## src/rtl/seg7_pkg.sv

```systemverilog
// Shared 7-segment definitions: active-low segment patterns
// (bit6=a .. bit0=g) and the scan-decoder FSM states.
package seg7_pkg;

  localparam logic [6:0] SEG_0 = 7'b0000001;
  localparam logic [6:0] SEG_1 = 7'b1001111;
  localparam logic [6:0] SEG_2 = 7'b0010010;
  localparam logic [6:0] SEG_3 = 7'b0000110;
  localparam logic [6:0] SEG_4 = 7'b1001100;
  localparam logic [6:0] SEG_5 = 7'b0100100;
  localparam logic [6:0] SEG_6 = 7'b0100000;
  localparam logic [6:0] SEG_7 = 7'b0001111;
  localparam logic [6:0] SEG_8 = 7'b0000000;
  localparam logic [6:0] SEG_9 = 7'b0000100;
  localparam logic [6:0] SEG_A = 7'b0001000;
  localparam logic [6:0] SEG_B = 7'b1100000;
  localparam logic [6:0] SEG_C = 7'b0110001;
  localparam logic [6:0] SEG_D = 7'b1000010;
  localparam logic [6:0] SEG_E = 7'b0110000;
  localparam logic [6:0] SEG_F = 7'b0111000;

  localparam logic [6:0] SEG_BLANK = 7'b1111111;

  localparam logic [6:0] SEG_LUT [16] = '{
    SEG_0, SEG_1, SEG_2, SEG_3,
    SEG_4, SEG_5, SEG_6, SEG_7,
    SEG_8, SEG_9, SEG_A, SEG_B,
    SEG_C, SEG_D, SEG_E, SEG_F
  };

  typedef enum logic [1:0] {
    IDLE,
    TRACK,
    COMMIT,
    HOLD
  } state_e;

endpackage

```

## src/rtl/seg7_pattern_lookup.sv

```systemverilog
// Exact-match decode of an active-low segment pattern
// into {hit, blank, nibble}.
module seg7_pattern_lookup
  import seg7_pkg::*;
(
  input  logic [6:0] pat_i,
  output logic       hit_o,
  output logic       blank_o,
  output logic [3:0] nib_o
);

  always_comb begin
    hit_o = 1'b0;
    nib_o = 4'h0;
    for (int i = 0; i < 16; i++) begin
      if (pat_i == SEG_LUT[i]) begin
        hit_o = 1'b1;
        nib_o = 4'(i);
      end
    end
  end

  assign blank_o = (pat_i == SEG_BLANK);

endmodule

```

## src/rtl/seg_scan_decoder.sv

```systemverilog
// Receive side of a multiplexed 7-segment bus: recovers the
// hex nibble and status of every digit from seg/an samples.
module seg_scan_decoder
  import seg7_pkg::*;
#(
  parameter int NUM_DIGITS = 4,
  parameter int STABLE_CNT = 4,
  parameter int TIMEOUT    = 65535
) (
  input  logic                    clk,
  input  logic                    rst_n,
  input  logic [6:0]              seg,
  input  logic [NUM_DIGITS-1:0]   an,
  output logic [4*NUM_DIGITS-1:0] digits,
  output logic [NUM_DIGITS-1:0]   valid,
  output logic [NUM_DIGITS-1:0]   blank,
  output logic [NUM_DIGITS-1:0]   err,
  output logic                    update
);

  localparam int IW = (NUM_DIGITS > 1) ? $clog2(NUM_DIGITS) : 1;
  localparam int TW = $clog2(TIMEOUT + 1);
  localparam logic [7:0]    RUN_MAX = 8'(STABLE_CNT);
  localparam logic [TW-1:0] TMO_MAX = TW'(TIMEOUT);

  logic [6:0]            seg_s1_q, seg_s2_q;
  logic [NUM_DIGITS-1:0] an_s1_q, an_s2_q;

  always_ff @(posedge clk or negedge rst_n) begin
    if (!rst_n) begin
      seg_s1_q <= '1;
      seg_s2_q <= '1;
      an_s1_q  <= '1;
      an_s2_q  <= '1;
    end else begin
      seg_s1_q <= seg;
      seg_s2_q <= seg_s1_q;
      an_s1_q  <= an;
      an_s2_q  <= an_s1_q;
    end
  end

  logic [NUM_DIGITS-1:0] an_hot;
  logic                  qual;
  logic [IW-1:0]         idx_s;

  assign an_hot = ~an_s2_q;
  assign qual   = $onehot(an_hot);

  always_comb begin
    idx_s = '0;
    for (int i = 0; i < NUM_DIGITS; i++) begin
      if (an_hot[i]) idx_s = IW'(i);
    end
  end

  state_e        state_q, state_d;
  logic [IW-1:0] idx_q, idx_d;
  logic [6:0]    pat_q, pat_d;
  logic [7:0]    run_q, run_d;
  logic          same;

  assign same = qual && (idx_s == idx_q) && (seg_s2_q == pat_q);

  always_comb begin
    state_d = state_q;
    idx_d   = idx_q;
    pat_d   = pat_q;
    run_d   = run_q;
    unique case (state_q)
      IDLE: begin
        if (qual) begin
          state_d = TRACK;
          idx_d   = idx_s;
          pat_d   = seg_s2_q;
          run_d   = 8'd1;
        end
      end
      TRACK: begin
        if (!qual) begin
          state_d = IDLE;
          run_d   = '0;
        end else if (same) begin
          if (run_q != RUN_MAX) run_d = run_q + 8'd1;
          if (run_d == RUN_MAX) state_d = COMMIT;
        end else begin
          idx_d = idx_s;
          pat_d = seg_s2_q;
          run_d = 8'd1;
        end
      end
      COMMIT: state_d = HOLD;
      HOLD: begin
        // a steady digit commits once per anode dwell
        if (!qual) begin
          state_d = IDLE;
          run_d   = '0;
        end else if (!same) begin
          state_d = TRACK;
          idx_d   = idx_s;
          pat_d   = seg_s2_q;
          run_d   = 8'd1;
        end
      end
      default: state_d = IDLE;
    endcase
  end

  always_ff @(posedge clk or negedge rst_n) begin
    if (!rst_n) begin
      state_q <= IDLE;
      idx_q   <= '0;
      pat_q   <= '1;
      run_q   <= '0;
    end else begin
      state_q <= state_d;
      idx_q   <= idx_d;
      pat_q   <= pat_d;
      run_q   <= run_d;
    end
  end

  logic       hit, blk;
  logic [3:0] nib;

  seg7_pattern_lookup u_lookup (
    .pat_i   (pat_q),
    .hit_o   (hit),
    .blank_o (blk),
    .nib_o   (nib)
  );

  logic                    commit;
  logic [4*NUM_DIGITS-1:0] digits_q, digits_d;
  logic [NUM_DIGITS-1:0]   valid_q, valid_d;
  logic [NUM_DIGITS-1:0]   blank_q, blank_d;
  logic [NUM_DIGITS-1:0]   err_q, err_d;
  logic                    update_q;
  logic [TW-1:0]           tmo_q [NUM_DIGITS];
  logic [TW-1:0]           tmo_d [NUM_DIGITS];

  assign commit = (state_q == COMMIT);

  always_comb begin
    digits_d = digits_q;
    valid_d  = valid_q;
    blank_d  = blank_q;
    err_d    = err_q;
    for (int i = 0; i < NUM_DIGITS; i++) begin
      tmo_d[i] = (tmo_q[i] == TMO_MAX) ? tmo_q[i]
                                       : tmo_q[i] + TW'(1);
      if (tmo_d[i] == TMO_MAX) valid_d[i] = 1'b0;
      // commit overrides a timeout landing on the same cycle
      if (commit && (idx_q == IW'(i))) begin
        tmo_d[i]   = '0;
        valid_d[i] = hit;
        blank_d[i] = blk;
        err_d[i]   = !hit && !blk;
        if (hit) digits_d[4*i +: 4] = nib;
      end
    end
  end

  always_ff @(posedge clk or negedge rst_n) begin
    if (!rst_n) begin
      digits_q <= '0;
      valid_q  <= '0;
      blank_q  <= '0;
      err_q    <= '0;
      update_q <= 1'b0;
      for (int i = 0; i < NUM_DIGITS; i++) tmo_q[i] <= '0;
    end else begin
      digits_q <= digits_d;
      valid_q  <= valid_d;
      blank_q  <= blank_d;
      err_q    <= err_d;
      update_q <= commit;
      for (int i = 0; i < NUM_DIGITS; i++) tmo_q[i] <= tmo_d[i];
    end
  end

  assign digits = digits_q;
  assign valid  = valid_q;
  assign blank  = blank_q;
  assign err    = err_q;
  assign update = update_q;

endmodule

```

## config.mk

```make
export PLATFORM = sky130hd
export DESIGN_NAME = seg_scan_decoder
export DESIGN_NICKNAME = d
export VERILOG_FILES = /design/src/rtl/seg7_pkg.sv /design/src/rtl/seg7_pattern_lookup.sv /design/src/rtl/seg_scan_decoder.sv
export SDC_FILE = /design/constraint.sdc
export NUM_CORES = 1
export LEC_CHECK = 0
export CAP_MARGIN = 10
export CORE_MARGIN = 2
export CORE_UTILIZATION = 35
export DETAILED_ROUTE_END_ITERATION = 8
export HOLD_SLACK_MARGIN = 0.02
export REMOVE_ABC_BUFFERS = 1
export SLEW_MARGIN = 20
export SYNTH_ARGS = -nofsm -noshare
export SYNTH_HDL_FRONTEND = slang
export SYNTH_SLANG_ARGS = --single-unit
export TNS_END_PERCENT = 20
```

## constraint.sdc

```tcl
create_clock -name clk -period 7.1 [get_ports clk]
set_input_delay 0.71 -clock clk [delete_from_list [all_inputs] [get_ports clk]]
set_output_delay 0.71 -clock clk [all_outputs]
set_load 0.02 [all_outputs]
```

== Yosys cells after proc, flatten, opt, wreduce, memory -nomap -nowiden ==
Cells that the tools add are included.

* Register bits: 134
* Output and inout bits: 29
* Word-level logic and storage cells: 180

* Add/subtract/negate cells: 8
* Eq/ne operators: 41
* Multiplexer cells: 75
* Bitwise gates (word level): 1
* Reduce and logical (&&, ||, !) cells: 26

{| class="wikitable"
|+ Operators with widths
! kind !! count
|-
| $eq A16 B16 Y1 const B || 8
|-
| $mux W16 || 8
|-
| $mux W8 || 9
|-
| $add A16 B1 Y16 const B || 4
|-
| $eq A7 B6 Y1 const B || 5
|-
| $eq A7 B7 Y1 const B || 5
|-
| $mux W4 || 8
|-
| $mux W1 || 26
|-
| $mux W2 || 13
|-
| $pmux W8 S3 || 1
|-
| $mux W7 || 3
|-
| $eq A7 B3 Y1 const B || 2
|-
| $eq A7 B4 Y1 const B || 2
|-
| $pmux W7 S2 || 1
|-
| $mux W3 || 4
|-
| $reduce_bool A2 Y1 || 5
|-
| $ne A3 B3 Y1 const B || 3
|-
| $add A8 B1 Y8 const B || 1
|-
| $eq A2 B2 Y1 const B || 4
|-
| $eq A8 B3 Y1 const B || 1
|-
| $ne A8 B3 Y1 const B || 1
|-
| $pmux W2 S4 || 1
|-
| $reduce_and A2 Y1 || 4
|-
| $reduce_and A4 Y1 || 2
|-
| 19 further kinds || 30
|}

== Logic depth before layout (Yosys ltp) ==
* Depth after elaboration: 19
* Depth in mapped cells: 11
* Depth with buffers taken out: 11

== Cells and area by module ==
A second synthesis with hierarchy kept.

* Cell total of the unflattened synthesis: 729
* Area total of the unflattened synthesis: 7166.9 µm²

{| class="wikitable"
|+ Modules (own cells, without submodules)
! module !! times used !! cells an instance !! area an instance (µm²)
|-
| seg_scan_decoder || 1 || 668 || 6771.5
|-
| seg7_pattern_lookup || 1 || 61 || 395.4
|}

== Worst setup path after synthesis ==
OpenSTA, ideal clock, no wires.

* Path type: register to register
* From: reg an_s2_q[1]
* To: reg run_q[5]
* Arrival time: 2.677 ns
* Slack: 4.327 ns
* Stages on the path, launching flop included: 12
* Buffers on the path: 0
* Cells stage by stage: dfstp_2 -> fa_1 -> inv_1 -> ha_1 -> ha_1 -> nor3b_2 -> nand4_1 -> nor4_4 -> nand3_1 -> nor2_1 -> o21ai_0 -> o31ai_1

* Longest elaborated chain between the ends: 10
* Elaborated cells on any way between the ends: 17

{| class="wikitable"
|+ Ends and longest elaborated chain
! element !! RTL line !! source
|-
| from (decl) || seg_scan_decoder.sv:27 || <nowiki>logic [NUM_DIGITS-1:0] an_s1_q, an_s2_q;</nowiki>
|-
| from (signal assigned) || seg_scan_decoder.sv:39 || <nowiki>an_s2_q <= an_s1_q;</nowiki>
|-
| $not A4 Y4 (*) || seg_scan_decoder.sv:47 || <nowiki>assign an_hot = ~an_s2_q;</nowiki>
|-
| parallel branches: the longest is 9 deep, another holds $add A2 B2 Y3 || n/a ||
|-
| to (signal assigned) || seg_scan_decoder.sv:119 || <nowiki>run_q <= run_d;</nowiki>
|-
| to (decl) || seg_scan_decoder.sv:60 || <nowiki>logic [7:0] run_q, run_d;</nowiki>
|}

Mark *: on every way between the ends.
A chain may end at the register's enable or synchronous reset.

== Worst setup path in the final report ==
Same ends and word-level chain as after synthesis.

==> impl_metrics.toml <==
[critical_path]
cpMostUsedCell = "ha_1"
slowest_stage = "dfstp_2"
arrival_ns = 3.50
path_cells = "fa_1, inv_1, ha_1, ha_1, nor3b_2, nand4_1, nor4_4, nand3_1, nor2_1, o21ai_0, o31ai_1"
worst_ep_required_time_ns = 7.43
path_delay_family = "simple AND/OR/NAND/NOR gates"
worstSetupStartpointType = "flip-flop"
slowest_delay_ns = 0.56
cp_num_buf_inv = 1
path_max_fanout = 8
critical_path_class = "reg -> reg"
worstSetupEndpointType = "flip-flop"

[route]
drc = 0
routed_wl_mm = 16.4
drt_first_pass_iters = 5
drtIter0Drc = 326
avgViaCountPerCell = 5.21
dr_total_vias = 5638
ant_nets = 0
wl_per_cell_um = 15.1

[cts]
htreeDepth = 4
cts_inserted_buffers = 17
postCtsSetupRepairBufs = 0
clock_sinks = 134
cts_hold_buf = 0
ctsResizeCount = 0
clock_latency_ns = 0.42
cts_max_path_buffers = 2
root_buffer = "clkbuf_16"
clkTransAtPathRegs_ns = 0.06
cts_tree = "built"

[layout]
drive_gt1_share_pct = 14.4
num_antenna_cells = 0
area_growth_pct = 16.2
finalNetCount = 822
fill_cells = 2000

[synth]
synth_edf_count = 0
yosys.cell_types.count = 79
synth_top_area_share_pct = 35.9
async_flop_share_pct = 100
yosysWarnings = 0
ys_top_cells_by_count = "105 x dfrtp_1, 93 x nand2_1, 88 x nor2_1, 44 x nand3_1, 34 x o21ai_0"
yosys-top-cells-area = "dfrtp_1 36%, dfstp_2 10%, nand2_1 4.8%"
ys_seq_area_share_pct = 46.3
synthFlopType = "dfrtp_1"
syn_area_um2 = 7320
yosysTopAreaCell = "dfrtp_1"
ys_ff_latch = 134
syn_area_per_cell_um2 = 9.45
synth.most_common_cell = "dfrtp_1"
synth_cells = 775

[global_routing]
grt_antenna_before_repair = 0
grt_pass1_vias = 5237
grt-ovfl-total = 0
grtUsageTotal_pct = 15.6
grt_pass1_wl_mm = 27.3
grt_max_degree = 81

[sta]
drv_slew = 0
min_period_over_period_pct = 44.6
fin_crit_ns = 3.17
fin_worst_skew_ns = 0.00847
hold_viol_final = 0
setup_viol = 0
tightest_slew_ns = 0.880
fin_tns_setup_ns = 0
relSlewSlack_pct = 41.1
grt_setup_unrepaired = "false"
max_freq_ghz = 0.316

[die]
ioPinCount = 42
row_count = 52
core_um2 = 20400
die_width_um = 149
die_y_um = 149
dieArea_um2 = 22100
start_util_pct = 36.0

[placement]
io_buffer_count = 41
hpwlAfterDp_mm = 10.9
place_congestion = 0.822

[job]
drv_cap = 0

[power]
p_leak_nw = 3.44
vdd_drop_max_v = 0.000128
power_mw = 2.11
pwr_density_cell_nw_per_um2 = 248

[run_status]
status = "finished, final reports clean"

[min_path]
hp-class = "in -> async"
==> report_power, final <==
| group | internal (mW) | leakage (nW) | switching, mW | total (mW) |
|---|---|---|---|---|
| clock | 0.553 | 0.291 | 0.337 | 0.890 |
| sequential | 0.818 | 1.70 | 0.112 | 0.930 |
| combinational | 0.126 | 1.45 | 0.164 | 0.289 |
| total | 1.50 | 3.44 | 0.612 | 2.11 |
==> registers in the layout, indices dropped and copies added (netlist names), named ones only <==
register,count
an_s1_q,4
an_s2_q,4
blank,4
digits,16
err,4
idx_q,2
pat_q,7
run_q,8
seg_s1_q,7
seg_s2_q,7
state_q,1
tmo_q,64
update,1
valid,4
==> stage by stage <==
step | worst slack [ns] | hold WS [ns] | util (%) | std cells | cell area, um2
3_5_place_dp | 3.98 | 0.347 | 38.8 | 1051 | 7910
3_3_place_gp | 4.07 | 0.346 | 38.8 | 1051 | 7910
4_1_cts | 3.93 | 0.355 | 41.8 | 1083 | 8510
6_report | 3.93 | 0.297 | 41.8 | 1083 | 8510
2_1_floorplan | 4.33 | 0.345 | - | 735 | 7110
5_1_grt | 3.60 | 0.355 | 41.8 | 1083 | 8510
==> worst reg2reg max path: stages (launching register included) <==
cell and delay [ns]:
dfstp_2 0.56, fa_1 0.41, inv_1 0.06, ha_1 0.14
ha_1 0.23, nor3b_2 0.32, nand4_1 0.20, nor4_4 0.43
nand3_1 0.34, nor2_1 0.21, o21ai_0 0.10, o31ai_1 0.08
==> area by class of cell <==
type	instances	area [um2]	area share (%)
inverter	17	63.8	0.750
tap	270	338	3.97
clock buffer	21	480	5.65
timing repair buffer	46	449	5.28
multi-input combinational	584	3670	43.1
sequential	134	3390	39.8
clock inverter	11	124	1.46
==> worst paths after layout <==
kind	startpoint	endpoint	slack, ns	cells after the start
worst max-delay path	an_s2_q[1]	run_q[5]	3.93	11
worst min-delay path	rst_n	tmo_q[52]	0.30	1
worst max register to register	an_s2_q[1]	run_q[5]	3.93	11
worst min register to register	an_s1_q[0]	an_s2_q[0]	0.35	0
max in group asynchronous	rst_n	blank[1]	5.63	2
min in group clk	an_s1_q[0]	an_s2_q[0]	0.35	0
==> cell usage in the layout (no fill, tap or decap), types with 10 or more instances in the layout <==
master	instances
nor3_1	19
a21oi_1	30
mux2i_1	12
clkbuf_16	17
nand3_1	44
mux2_2	20
dfrtp_1	105
xnor2_1	25
inv_1	17
nor2_1	88
nand2_1	93
nand4_1	23
o21ai_0	34
nand2b_1	10
clkdlybuf4s50_1	40
xor2_1	23
dfstp_2	29
a31oi_1	19
and3_1	15
==> kinds of logic after synthesis <==
kind of cell | count (synthesis) | synth area share [%]
AO/OA/AOI/OAI | 144 | 13.5
flip-flops | 134 | 46.3
XOR/XNOR | 48 | 5.74
adder cells (fa/ha/maj) | 9 | 1.64
AND/OR/NAND/NOR | 351 | 24.4
multiplexers | 32 | 4.72
buffers and inverters | 57 | 3.71
==> layer usage <==
metal	vias to the layer above	GRT usage [%]	share of wire, %
met5	-	0	0
li1	2814	-	-
met2	107	22.7	44
met1	2702	22.5	50
met4	0	5.05	1.4
met3	15	4.05	4.0
Note: power is estimated with default switching activity, not from simulation.
